**src/rtl/sr_flag_bank_pkg.sv**
```systemverilog
// Shared definitions for the set/reset flag bank: conflict-resolution
// mode encodings and the width helper for the population count output.
package sr_flag_bank_pkg;

    // Action taken when a channel sees set and reset events in the same cycle
    localparam int SR_MODE_RDOM   = 0;
    localparam int SR_MODE_SDOM   = 1;
    localparam int SR_MODE_TOGGLE = 2;
    localparam int SR_MODE_HOLD   = 3;

    // Bits needed to hold a count of 0..width inclusive
    function automatic int srCountWidth(input int width);
        return $clog2(width + 1);
    endfunction

endpackage

```
**src/rtl/sr_flag_cell.sv**
```systemverilog
// One set/reset flag channel: optional rising-edge qualification of the
// request lines, a registered flag bit and a sticky conflict bit.
module sr_flag_cell
    import sr_flag_bank_pkg::*;
#(
    parameter int   MODE      = SR_MODE_RDOM,
    parameter int   EDGE      = 0,
    parameter logic RESET_BIT = 1'b0
) (
    input  logic clk,
    input  logic rst,
    input  logic clr_i,
    input  logic s_i,
    input  logic r_i,
    output logic q_o,
    output logic conflict_o
);

    logic sHist_q;
    logic rHist_q;
    logic q_q;
    logic q_d;
    logic conflict_q;
    logic conflict_d;
    logic setEvt;
    logic rstEvt;

    // Decode events and resolve the next flag and conflict state
    always_comb begin
        setEvt     = (EDGE != 0) ? (s_i & ~sHist_q) : s_i;
        rstEvt     = (EDGE != 0) ? (r_i & ~rHist_q) : r_i;
        q_d        = q_q;
        conflict_d = conflict_q;
        if (clr_i) begin
            q_d        = RESET_BIT;
            conflict_d = 1'b0;
        end else if (setEvt && rstEvt) begin
            conflict_d = 1'b1;
            case (MODE)
                SR_MODE_RDOM:   q_d = 1'b0;
                SR_MODE_SDOM:   q_d = 1'b1;
                SR_MODE_TOGGLE: q_d = ~q_q;
                default:        q_d = q_q;
            endcase
        end else if (setEvt) begin
            q_d = 1'b1;
        end else if (rstEvt) begin
            q_d = 1'b0;
        end
    end

    // Flag, conflict and request-history registers; history samples every edge
    always_ff @(posedge clk or posedge rst) begin
        if (rst) begin
            sHist_q    <= 1'b0;
            rHist_q    <= 1'b0;
            q_q        <= RESET_BIT;
            conflict_q <= 1'b0;
        end else begin
            sHist_q    <= s_i;
            rHist_q    <= r_i;
            q_q        <= q_d;
            conflict_q <= conflict_d;
        end
    end

    assign q_o        = q_q;
    assign conflict_o = conflict_q;

endmodule

```
**src/rtl/sr_flag_bank.sv**
```systemverilog
// Bank of WIDTH independent clocked set/reset flags with sticky conflict
// bits, synchronous clear and aggregate any-set / population-count status.
module sr_flag_bank
    import sr_flag_bank_pkg::*;
#(
    parameter int               WIDTH     = 8,
    parameter int               MODE      = SR_MODE_RDOM,
    parameter int               EDGE      = 0,
    parameter logic [WIDTH-1:0] RESET_VAL = '0
) (
    input  logic                             clk,
    input  logic                             rst,
    input  logic                             clr,
    input  logic [WIDTH-1:0]                 S,
    input  logic [WIDTH-1:0]                 R,
    output logic [WIDTH-1:0]                 Q,
    output logic [WIDTH-1:0]                 Qn,
    output logic [WIDTH-1:0]                 conflict,
    output logic                             any_set,
    output logic [srCountWidth(WIDTH)-1:0]   count
);

    localparam int CW = srCountWidth(WIDTH);

    logic [WIDTH-1:0] qBits;
    logic [CW-1:0]    onesCount;

    for (genvar i = 0; i < WIDTH; i++) begin : gCell
        sr_flag_cell #(
            .MODE      (MODE),
            .EDGE      (EDGE),
            .RESET_BIT (RESET_VAL[i])
        ) uCell (
            .clk        (clk),
            .rst        (rst),
            .clr_i      (clr),
            .s_i        (S[i]),
            .r_i        (R[i]),
            .q_o        (qBits[i]),
            .conflict_o (conflict[i])
        );
    end

    // Population count of the flag bits, combinational from Q
    always_comb begin
        onesCount = '0;
        for (int i = 0; i < WIDTH; i++) begin
            onesCount = onesCount + CW'(qBits[i]);
        end
    end

    assign Q       = qBits;
    assign Qn      = ~qBits;
    assign any_set = |qBits;
    assign count   = onesCount;

endmodule

```
**config.mk**
```make
export PLATFORM = sky130hd
export DESIGN_NAME = sr_flag_bank
export DESIGN_NICKNAME = d
export VERILOG_FILES = /design/src/rtl/sr_flag_bank_pkg.sv /design/src/rtl/sr_flag_cell.sv /design/src/rtl/sr_flag_bank.sv
export SDC_FILE = /design/constraint.sdc
export NUM_CORES = 1
export LEC_CHECK = 0
export CAP_MARGIN = 20
export CORE_ASPECT_RATIO = 0.75
export CORE_UTILIZATION = 40
export DETAILED_ROUTE_END_ITERATION = 16
export GPL_ROUTABILITY_DRIVEN = 0
export PLACE_DENSITY = 0.85
export REMOVE_ABC_BUFFERS = 1
export SLEW_MARGIN = 20
export SYNTH_ARGS = -nofsm -noshare
export SYNTH_HDL_FRONTEND = slang
export SYNTH_HIERARCHICAL = 1
export SYNTH_SLANG_ARGS = --single-unit
```
**constraint.sdc**
```tcl
create_clock -name clk -period 6.95 [get_ports clk]
set_clock_uncertainty 0.05 [all_clocks]
set_input_delay 1.39 -clock clk [delete_from_list [all_inputs] [get_ports clk]]
set_output_delay 1.39 -clock clk [all_outputs]
set_load 0.03 [all_outputs]
```
### Yosys cells after proc, flatten, opt, wreduce, memory -nomap -nowiden

Cells that the tools add are included.

* flip-flop bits (word level): 16
* output and inout bits: 29

* $add $sub $neg: 7
* muxes and demuxes: 48
* bitwise operators: 1
* reductions and logical operators: 25

Operators by type and width (number)
* $mux W1: 48
* $reduce_bool A4 Y1: 8
* $add A4 B1 Y4: 4
* $reduce_bool A2 Y1: 8
* $logic_and A1 B1 Y1: 8
* $not A8 Y8: 1
* $reduce_or A8 Y1: 1
* $add A3 B1 Y4: 1
* $add A2 B1 Y3: 1
* $add A1 B1 Y2: 1

### Longest topological paths before layout

Gate-level depths: netlist of run 1.

* depth in word-level cells: 7
* gate-level depth with buffers: 9
* gate-level depth less buffers: 9

### Cells and area by module

The synthesis of run 1 kept the hierarchy.

By module, submodules not included
* sr_flag_cell: times used 8, cells each 7, area an instance 76.3 sq um
* sr_flag_bank: times used 1, cells each 29, area an instance 221.5 sq um

### Worst setup path after synthesis of run 1

Ideal clock, no wire load.

* path type: register to output
* from: register gCell[0].uCell.q_q
* to: output count[2]
* data arrival time: 3421 ps
* required time: 5510 ps
* setup slack: 2089 ps
* stages on the path, launching flop included: 10
* cell sequence: dfrtp_1 -> inv_1 -> fa_1 -> fa_1 -> fa_1 -> inv_1 -> ha_1 -> inv_1 -> fa_1 -> xnor2_1

* cells in the longest elaborated chain, start to end: 7

Ends and longest elaborated chain
* start: declaration: RTL line sr_flag_cell.sv:21 `logic q_q;`
* start signal: assignment: RTL line sr_flag_cell.sv:62 `q_q <= q_d;`
* $add A1 B1 Y2: RTL line sr_flag_bank.sv:48 `onesCount = onesCount + CW'(qBits[i]);`
* $add A2 B1 Y3: RTL line sr_flag_bank.sv:48
* $add A3 B1 Y4: RTL line sr_flag_bank.sv:48
* $add A4 B1 Y4 (4 in a row): RTL line sr_flag_bank.sv:48
* end: declaration: RTL line sr_flag_bank.sv:20 `output logic [srCountWidth(WIDTH)-1:0] count`

No other way between the ends.

### Worst setup path after layout of run 1

Ends and elaborated chain as after synthesis.

==> flow_metrics.py, run 1 <==
metrics = {
    "setup_path": {
        "critical_path_arrival_ps": 3720,
        "worst_r2r_startpoint": "gCell[2].uCell/q_o",
        "cp-start-kind": "flip-flop",
        "critical_path.reg2reg.endpoint": "gCell[2].uCell/q_o",
        "worst-path-max-fanout": 3,
        "r2r_slack_ps": 6140,
        "crit_end_element": "output pin",
        "timing.critical_path.required_ps": 5510,
        "worst-setup-path-type": "flip-flop to output pin",
        "rr_worst_depth": 2,
    },
    "logic_synthesis": {
        "seq_area_frac_synth_pct": 48.1,
        "synth.ff_latch_count": 16,
        "synth.cell_area_um2": 832,
        "postSynthAreaPerCell_um2": 9.79,
        "netlist-cell-type-count": 11,
        "synthesis.yosys.warnings": 6,
        "postSynthCellCount": 85,
    },
    "clocking": {
        "clock_tree.buffer_depth": 2,
        "tritoncts.num_buffers": 3,
        "cts-root-buf": "sky130_fd_sc_hd__clkbuf_4",
        "htreeDepth": 1,
        "cts_tree": "done",
        "cts_repair_resize_count": 0,
        "cts_sinks": 16,
        "worst_skew_pair_later_pin_latency_ps": 280,
        "worst_setup_hold_path_clk_slew_ps": 90,
        "post-cts-setup-buffers": 0,
        "cts-hold-fix-buffers": 0,
    },
    "sta": {
        "maxSlewViolCount": 0,
        "final.hold.worst_slack_ps": 458,
        "setup-violations-final": 0,
        "headroom_to_the_max_slew_limit_pct": 51.4,
        "unrepaired_setup_endpoints_after_global_routing": "false",
        "clock.fmax_mhz": 194,
        "max_slew.worst_pin.slew_ps": 726,
        "final_critical_path_setup_slack_ps": 1790,
        "finalCritPeriodShare_pct": 74.2,
        "tns_ps": 0,
        "hold_viol": 0,
        "layout_min_cycle_time_ps": 5160,
    },
    "routing": {
        "drt-initial-drc-count": 4,
        "detail_route.drc_violations": 0,
        "firstDrtPassIters": 3,
        "detail_route.wl_per_cell_um": 13.0,
        "vias": 760,
        "route.detailed.vias_per_inst": 4.81,
        "antenna_violating_nets_post_route": 0,
        "drt_wl_total_um": 2060,
    },
    "global_routing": {
        "grt_pass1_vias": 779,
        "largest_net_degree_at_the_start_of_global_routing": 17,
        "overflow": 0,
        "grt_first_pass_wirelength_um": 3620,
        "antenna_found_initial": 0,
        "globalRouteTotalUtil_pct": 22.5,
    },
    "cells_and_area": {
        "fillers": 154,
        "multi_input_comb_area_um2": 345,
        "synthToLayoutAreaGrowth_pct": 64.2,
        "antenna_cells": 0,
        "utilization_pct": 74.3,
        "post_route_cells_drive_above_1_share_pct": 8.82,
        "regArea_um2": 400,
        "layout.nets": 164,
    },
    "min_path": {
        "whs_endpoint": "gCell[3].uCell/conflict_o",
        "worst_hold_stages": 2,
        "min_path_type": "flip-flop to flip-flop",
        "min-delay-start": "gCell[3].uCell/conflict_o",
    },
    "flow_run": {
        "number_of_max_capacitance_violations_reported": 0,
    },
    "power_and_ir_drop": {
        "p_leak_nw": 0.636,
        "max-vdd-ir-drop_uv": 174,
        "power_per_cell_area_nw_per_um2": 184,
    },
    "floorplan": {
        "die-width_um": 54.7,
        "fp.dieArea_um2": 2270,
        "floorplan.core_area_um2": 1840,
        "rows": 13,
        "dieHeight_um": 41.5,
        "starting_density_of_the_core_pct": 45.3,
        "ios": 48,
    },
    "place": {
        "post-dp-hpwl_um": 1700,
        "place_ws_ps": 2100,
        "place.port_buffers": 47,
    },
    "outcome": {
        "status": "complete, no violations",
    },
}
-- placed cells by master, fill, tap and decap left out --
cell	count
sky130_fd_sc_hd__clkdlybuf4s50_1	47
sky130_fd_sc_hd__inv_1	23
sky130_fd_sc_hd__nor2_1	17
sky130_fd_sc_hd__dfrtp_1	16
sky130_fd_sc_hd__a21oi_1	9
sky130_fd_sc_hd__nor3_2	8
sky130_fd_sc_hd__fa_1	4
sky130_fd_sc_hd__ha_1	4
sky130_fd_sc_hd__clkbuf_4	3
sky130_fd_sc_hd__xnor2_1	1
sky130_fd_sc_hd__nor2b_1	1
sky130_fd_sc_hd__nor3_1	1
sky130_fd_sc_hd__nand4_1	1
sky130_fd_sc_hd__clkbuf_8	1
-- report_power, final --
group	internal [W]	switching, W	total [W]	leakage, nW
logic	0.0000389	0.0000490	0.0000879	0.403
registers	0.0000981	0.00000390	0.000102	0.212
clock network	0.0000319	0.0000300	0.0000619	0.0210
total	0.000169	0.0000830	0.000252	0.636
-- cells by family after synthesis --
group / after synthesis / share of synthesized area, %
AND/OR/NAND/NOR: 28 / 19.4
buffers and inverters: 23 / 10.4
flip-flops: 16 / 48.1
AO/OA/AOI/OAI: 9 / 5.41
adder cells (fa/ha/maj): 8 / 15.6
XOR/XNOR: 1 / 1.05
-- metrics by stage --
step / power [W] / std cells / cell area [um2]
final: 0.000252 / 158 / 1370
after floorplan: 0.000150 / 85 / 832
after global placement: 0.000190 / 154 / 1330
after CTS: 0.000256 / 158 / 1370
after detailed placement: 0.000192 / 154 / 1330
after global routing: 0.000269 / 158 / 1370
-- sequential cells by signal, summed over array words and instances (netlist names) --
signal and flops:
gCell.uCell/q_o 8, gCell.uCell/conflict_o 8
-- synthesized netlist by cell type --
cell type / count / area [um2]
sky130_fd_sc_hd__nand4_1: 1 / 6.26
sky130_fd_sc_hd__xnor2_1: 1 / 8.76
sky130_fd_sc_hd__nor2b_1: 1 / 6.26
sky130_fd_sc_hd__ha_1: 4 / 50.1
sky130_fd_sc_hd__a21oi_1: 9 / 45.0
sky130_fd_sc_hd__dfrtp_1: 16 / 400
sky130_fd_sc_hd__nor2_1: 17 / 63.8
sky130_fd_sc_hd__nor3_1: 1 / 5.00
sky130_fd_sc_hd__inv_1: 23 / 86.3
sky130_fd_sc_hd__nor3_2: 8 / 80.1
sky130_fd_sc_hd__fa_1: 4 / 80.1
-- worst max-delay path by stage --
stage                                  start  endpoint  slack (ps)  cells after the start
after floorplan           gCell[0].uCell/q_o  count[2]        2090                      9
after global placement    gCell[0].uCell/q_o  count[2]        2180                     10
after global routing      gCell[0].uCell/q_o  count[2]        1580                     10
after CTS                 gCell[0].uCell/q_o  count[2]        1780                     10
final                     gCell[0].uCell/q_o  count[2]        1790                     10
after detailed placement  gCell[0].uCell/q_o  count[2]        2100                     10
-- per-layer routing --
layer	track usage [%]	vias up	share of wire (%)	wire length [um]
li1	-	364	-	-
met1	27.8	362	43	894
met2	36.4	34	48	989
met3	9.16	0	8.6	177
met4	4.62	0	0	0
met5	0	-	0	0
-- area by class of cell --
cell class	instances	area share, %
clock buffers	4	2.66
inverters	23	6.32
multi-input cells	46	25.3
flip-flops and latches	16	29.3
well taps	22	2.01
repair buffers	47	34.4
-- critical path, cell delays in order, from the launching register on --
cell and delay, ps:
sky130_fd_sc_hd__dfrtp_1 390, sky130_fd_sc_hd__inv_1 100, sky130_fd_sc_hd__fa_1 560, sky130_fd_sc_hd__fa_1 420
sky130_fd_sc_hd__fa_1 430, sky130_fd_sc_hd__inv_1 60, sky130_fd_sc_hd__ha_1 150, sky130_fd_sc_hd__inv_1 60
sky130_fd_sc_hd__fa_1 440, sky130_fd_sc_hd__xnor2_1 140, sky130_fd_sc_hd__clkdlybuf4s50_1 680
No activity file was read; power rests on OpenSTA's default activity.
==> run 2: changes to the inputs <==
--- a/config.mk
+++ b/config.mk
@@ -7,10 +7,10 @@
 export LEC_CHECK = 0
 export CAP_MARGIN = 20
 export CORE_ASPECT_RATIO = 0.75
-export CORE_UTILIZATION = 40
+export CORE_UTILIZATION = 37
 export DETAILED_ROUTE_END_ITERATION = 16
 export GPL_ROUTABILITY_DRIVEN = 0
-export PLACE_DENSITY = 0.85
+export PLACE_DENSITY = 0.79
 export REMOVE_ABC_BUFFERS = 1
 export SLEW_MARGIN = 20
 export SYNTH_ARGS = -nofsm -noshare
==> constraint.sdc (replaced) <==
create_clock -name clk -period 5 [get_ports clk]
set_clock_uncertainty 0.05 [all_clocks]
set_input_delay 1 -clock clk [delete_from_list [all_inputs] [get_ports clk]]
set_output_delay 1 -clock clk [all_outputs]
set_load 0.03 [all_outputs]
==> flow_metrics.py, run 2 (synthesis results as in run 1) <==
metrics = {
    "setup_path": {
        "cp-start-kind": "flip-flop",
        "rr_worst_depth": 2,
        "critical_path_arrival_ps": 3700,
        "worst-setup-path-type": "flip-flop to output pin",
        "crit_end_element": "output pin",
        "worst-path-max-fanout": 3,
        "timing.critical_path.required_ps": 3950,
    },
    "global_routing": {
        "overflow": 0,
        "grt_pass1_vias": 768,
        "antenna_found_initial": 0,
        "grt_first_pass_wirelength_um": 3420,
        "globalRouteTotalUtil_pct": 19.1,
        "largest_net_degree_at_the_start_of_global_routing": 17,
    },
    "cells_and_area": {
        "multi_input_comb_area_um2": 345,
        "regArea_um2": 400,
        "post_route_cells_drive_above_1_share_pct": 8.15,
        "layout.nets": 164,
        "fillers": 182,
        "synthToLayoutAreaGrowth_pct": 62.9,
        "mostFrequentLayoutCells": "sky130_fd_sc_hd__clkdlybuf4s50_1 (47), sky130_fd_sc_hd__inv_1 (23), sky130_fd_sc_hd__nor2_1 (17)",
        "post-route-cell-area_um2": 1360,
        "antenna_cells": 0,
        "layout.cells.most_common": "sky130_fd_sc_hd__clkdlybuf4s50_1",
    },
    "sta": {
        "clock.fmax_mhz": 210,
        "max_slew.worst_pin.slew_ps": 744,
        "setup-violations-final": 0,
        "layout_min_cycle_time_ps": 4750,
        "final.hold.worst_slack_ps": 457,
        "headroom_to_the_max_slew_limit_pct": 50.2,
        "finalCritPeriodShare_pct": 95.1,
        "tns_ps": 0,
        "maxSlewViolCount": 0,
        "unrepaired_setup_endpoints_after_global_routing": "false",
        "hold_viol": 0,
    },
    "routing": {
        "antenna_violating_nets_post_route": 0,
        "vias": 730,
        "route.detailed.vias_per_inst": 4.59,
        "detail_route.wl_per_cell_um": 12.8,
        "drt-initial-drc-count": 13,
        "detail_route.drc_violations": 6,
        "drt_wl_total_um": 2040,
        "firstDrtPassIters": 11,
    },
    "floorplan": {
        "fp.dieArea_um2": 2440,
        "starting_density_of_the_core_pct": 40.3,
        "die-width_um": 56.8,
        "dieHeight_um": 43.1,
        "floorplan.core_area_um2": 2070,
        "ios": 48,
        "rows": 14,
    },
    "place": {
        "post-dp-hpwl_um": 1770,
        "detailed_place.area_um2": 1330,
        "place.port_buffers": 47,
    },
    "outcome": {
        "status": "complete, but fails checks",
        "failing_checks": "design-rule violations",
    },
    "clocking": {
        "worst_setup_hold_path_clk_slew_ps": 90,
        "cts_sinks": 16,
        "worst_skew_pair_later_pin_latency_ps": 280,
        "cts-hold-fix-buffers": 0,
        "cts_repair_resize_count": 0,
        "post-cts-setup-buffers": 0,
        "tritoncts.num_buffers": 3,
        "cts_tree": "done",
        "clock_tree.buffer_depth": 2,
        "htreeDepth": 1,
        "cts-root-buf": "sky130_fd_sc_hd__clkbuf_4",
    },
    "min_path": {
        "min_path_type": "flip-flop to flip-flop",
        "worst_hold_stages": 2,
    },
    "power_and_ir_drop": {
        "p_leak_nw": 0.629,
        "max-vdd-ir-drop_uv": 130,
        "power_per_cell_area_nw_per_um2": 243,
    },
    "flow_run": {
        "number_of_max_capacitance_violations_reported": 0,
    },
}
-- run 2: cell types whose count changed in the layout (fill, tap and decap cells not counted) --
cell,delta
sky130_fd_sc_hd__clkbuf_8,-1
-- run 2: metal layers --
metal	share of wire, %	up-vias	track usage [%]
li1	-	359	-
met1	44	338	24.5
met2	46	33	31.0
met3	9.9	0	5.18
met4	0	0	7.32
met5	0	-	0
-- run 2: worst paths after layout --
path                                                start                   endpoint  slack (ps)
worst min register to register  gCell[4].uCell/conflict_o  gCell[4].uCell/conflict_o         460
worst max-delay path                   gCell[0].uCell/q_o                   count[2]         250
min in group asynchronous                             rst  gCell[1].uCell/conflict_o        1050
worst min-delay path            gCell[4].uCell/conflict_o  gCell[4].uCell/conflict_o         460
worst max register to register         gCell[2].uCell/q_o         gCell[2].uCell/q_o        4180
max in group asynchronous                             rst         gCell[3].uCell/q_o        3690
-- run 2: layout make-up --
type	instances	area share (%)
Timing Repair Buffer	47	34.7
Sequential cell	16	29.5
Multi-Input combinational cell	46	25.5
Inverter	23	6.37
Tap cell	24	2.22
Clock buffer	3	1.66
-- run 2: per-stage QoR --
| stage | cells | setup slack, ps | util [%] | power (W) |
|---|---|---|---|---|
| 6_report | 159 | 247 | 65.6 | 0.000329 |
| 5_1_grt | 159 | 19.3 | 65.6 | 0.000347 |
| 4_1_cts | 159 | 231 | 65.6 | 0.000332 |
| 3_5_place_dp | 156 | 533 | 64.5 | 0.000267 |
| 3_3_place_gp | 156 | 617 | 64.5 | 0.000264 |
| 2_1_floorplan | 85 | 529 | - | 0.000208 |
-- run 2: where the power goes --
| part | switching, W | leakage, nW | internal [W] |
|---|---|---|---|
| sequential | 0.00000547 | 0.212 | 0.000136 |
| combinational | 0.0000683 | 0.403 | 0.0000540 |
| clock | 0.0000373 | 0.0138 | 0.0000279 |
| total | 0.000111 | 0.629 | 0.000218 |
-- run 2: critical path, stage by stage, from the launching register on --
cell	delay (ps)
sky130_fd_sc_hd__dfrtp_1	380
sky130_fd_sc_hd__inv_1	90
sky130_fd_sc_hd__fa_1	560
sky130_fd_sc_hd__fa_1	430
sky130_fd_sc_hd__fa_1	430
sky130_fd_sc_hd__inv_1	70
sky130_fd_sc_hd__ha_1	150
sky130_fd_sc_hd__inv_1	60
sky130_fd_sc_hd__fa_1	430
sky130_fd_sc_hd__xnor2_1	140
sky130_fd_sc_hd__clkdlybuf4s50_1	680
==> run 3: changes to the inputs <==
--- a/config.mk
+++ b/config.mk
@@ -9,10 +9,9 @@
 export CORE_ASPECT_RATIO = 0.75
 export CORE_UTILIZATION = 37
 export DETAILED_ROUTE_END_ITERATION = 16
-export GPL_ROUTABILITY_DRIVEN = 0
 export PLACE_DENSITY = 0.79
 export REMOVE_ABC_BUFFERS = 1
-export SLEW_MARGIN = 20
+export SLEW_MARGIN = 40
 export SYNTH_ARGS = -nofsm -noshare
 export SYNTH_HDL_FRONTEND = slang
 export SYNTH_HIERARCHICAL = 1
==> results of run 3 <==
The final DEF is identical to that of run 2; final timing and power are the same.
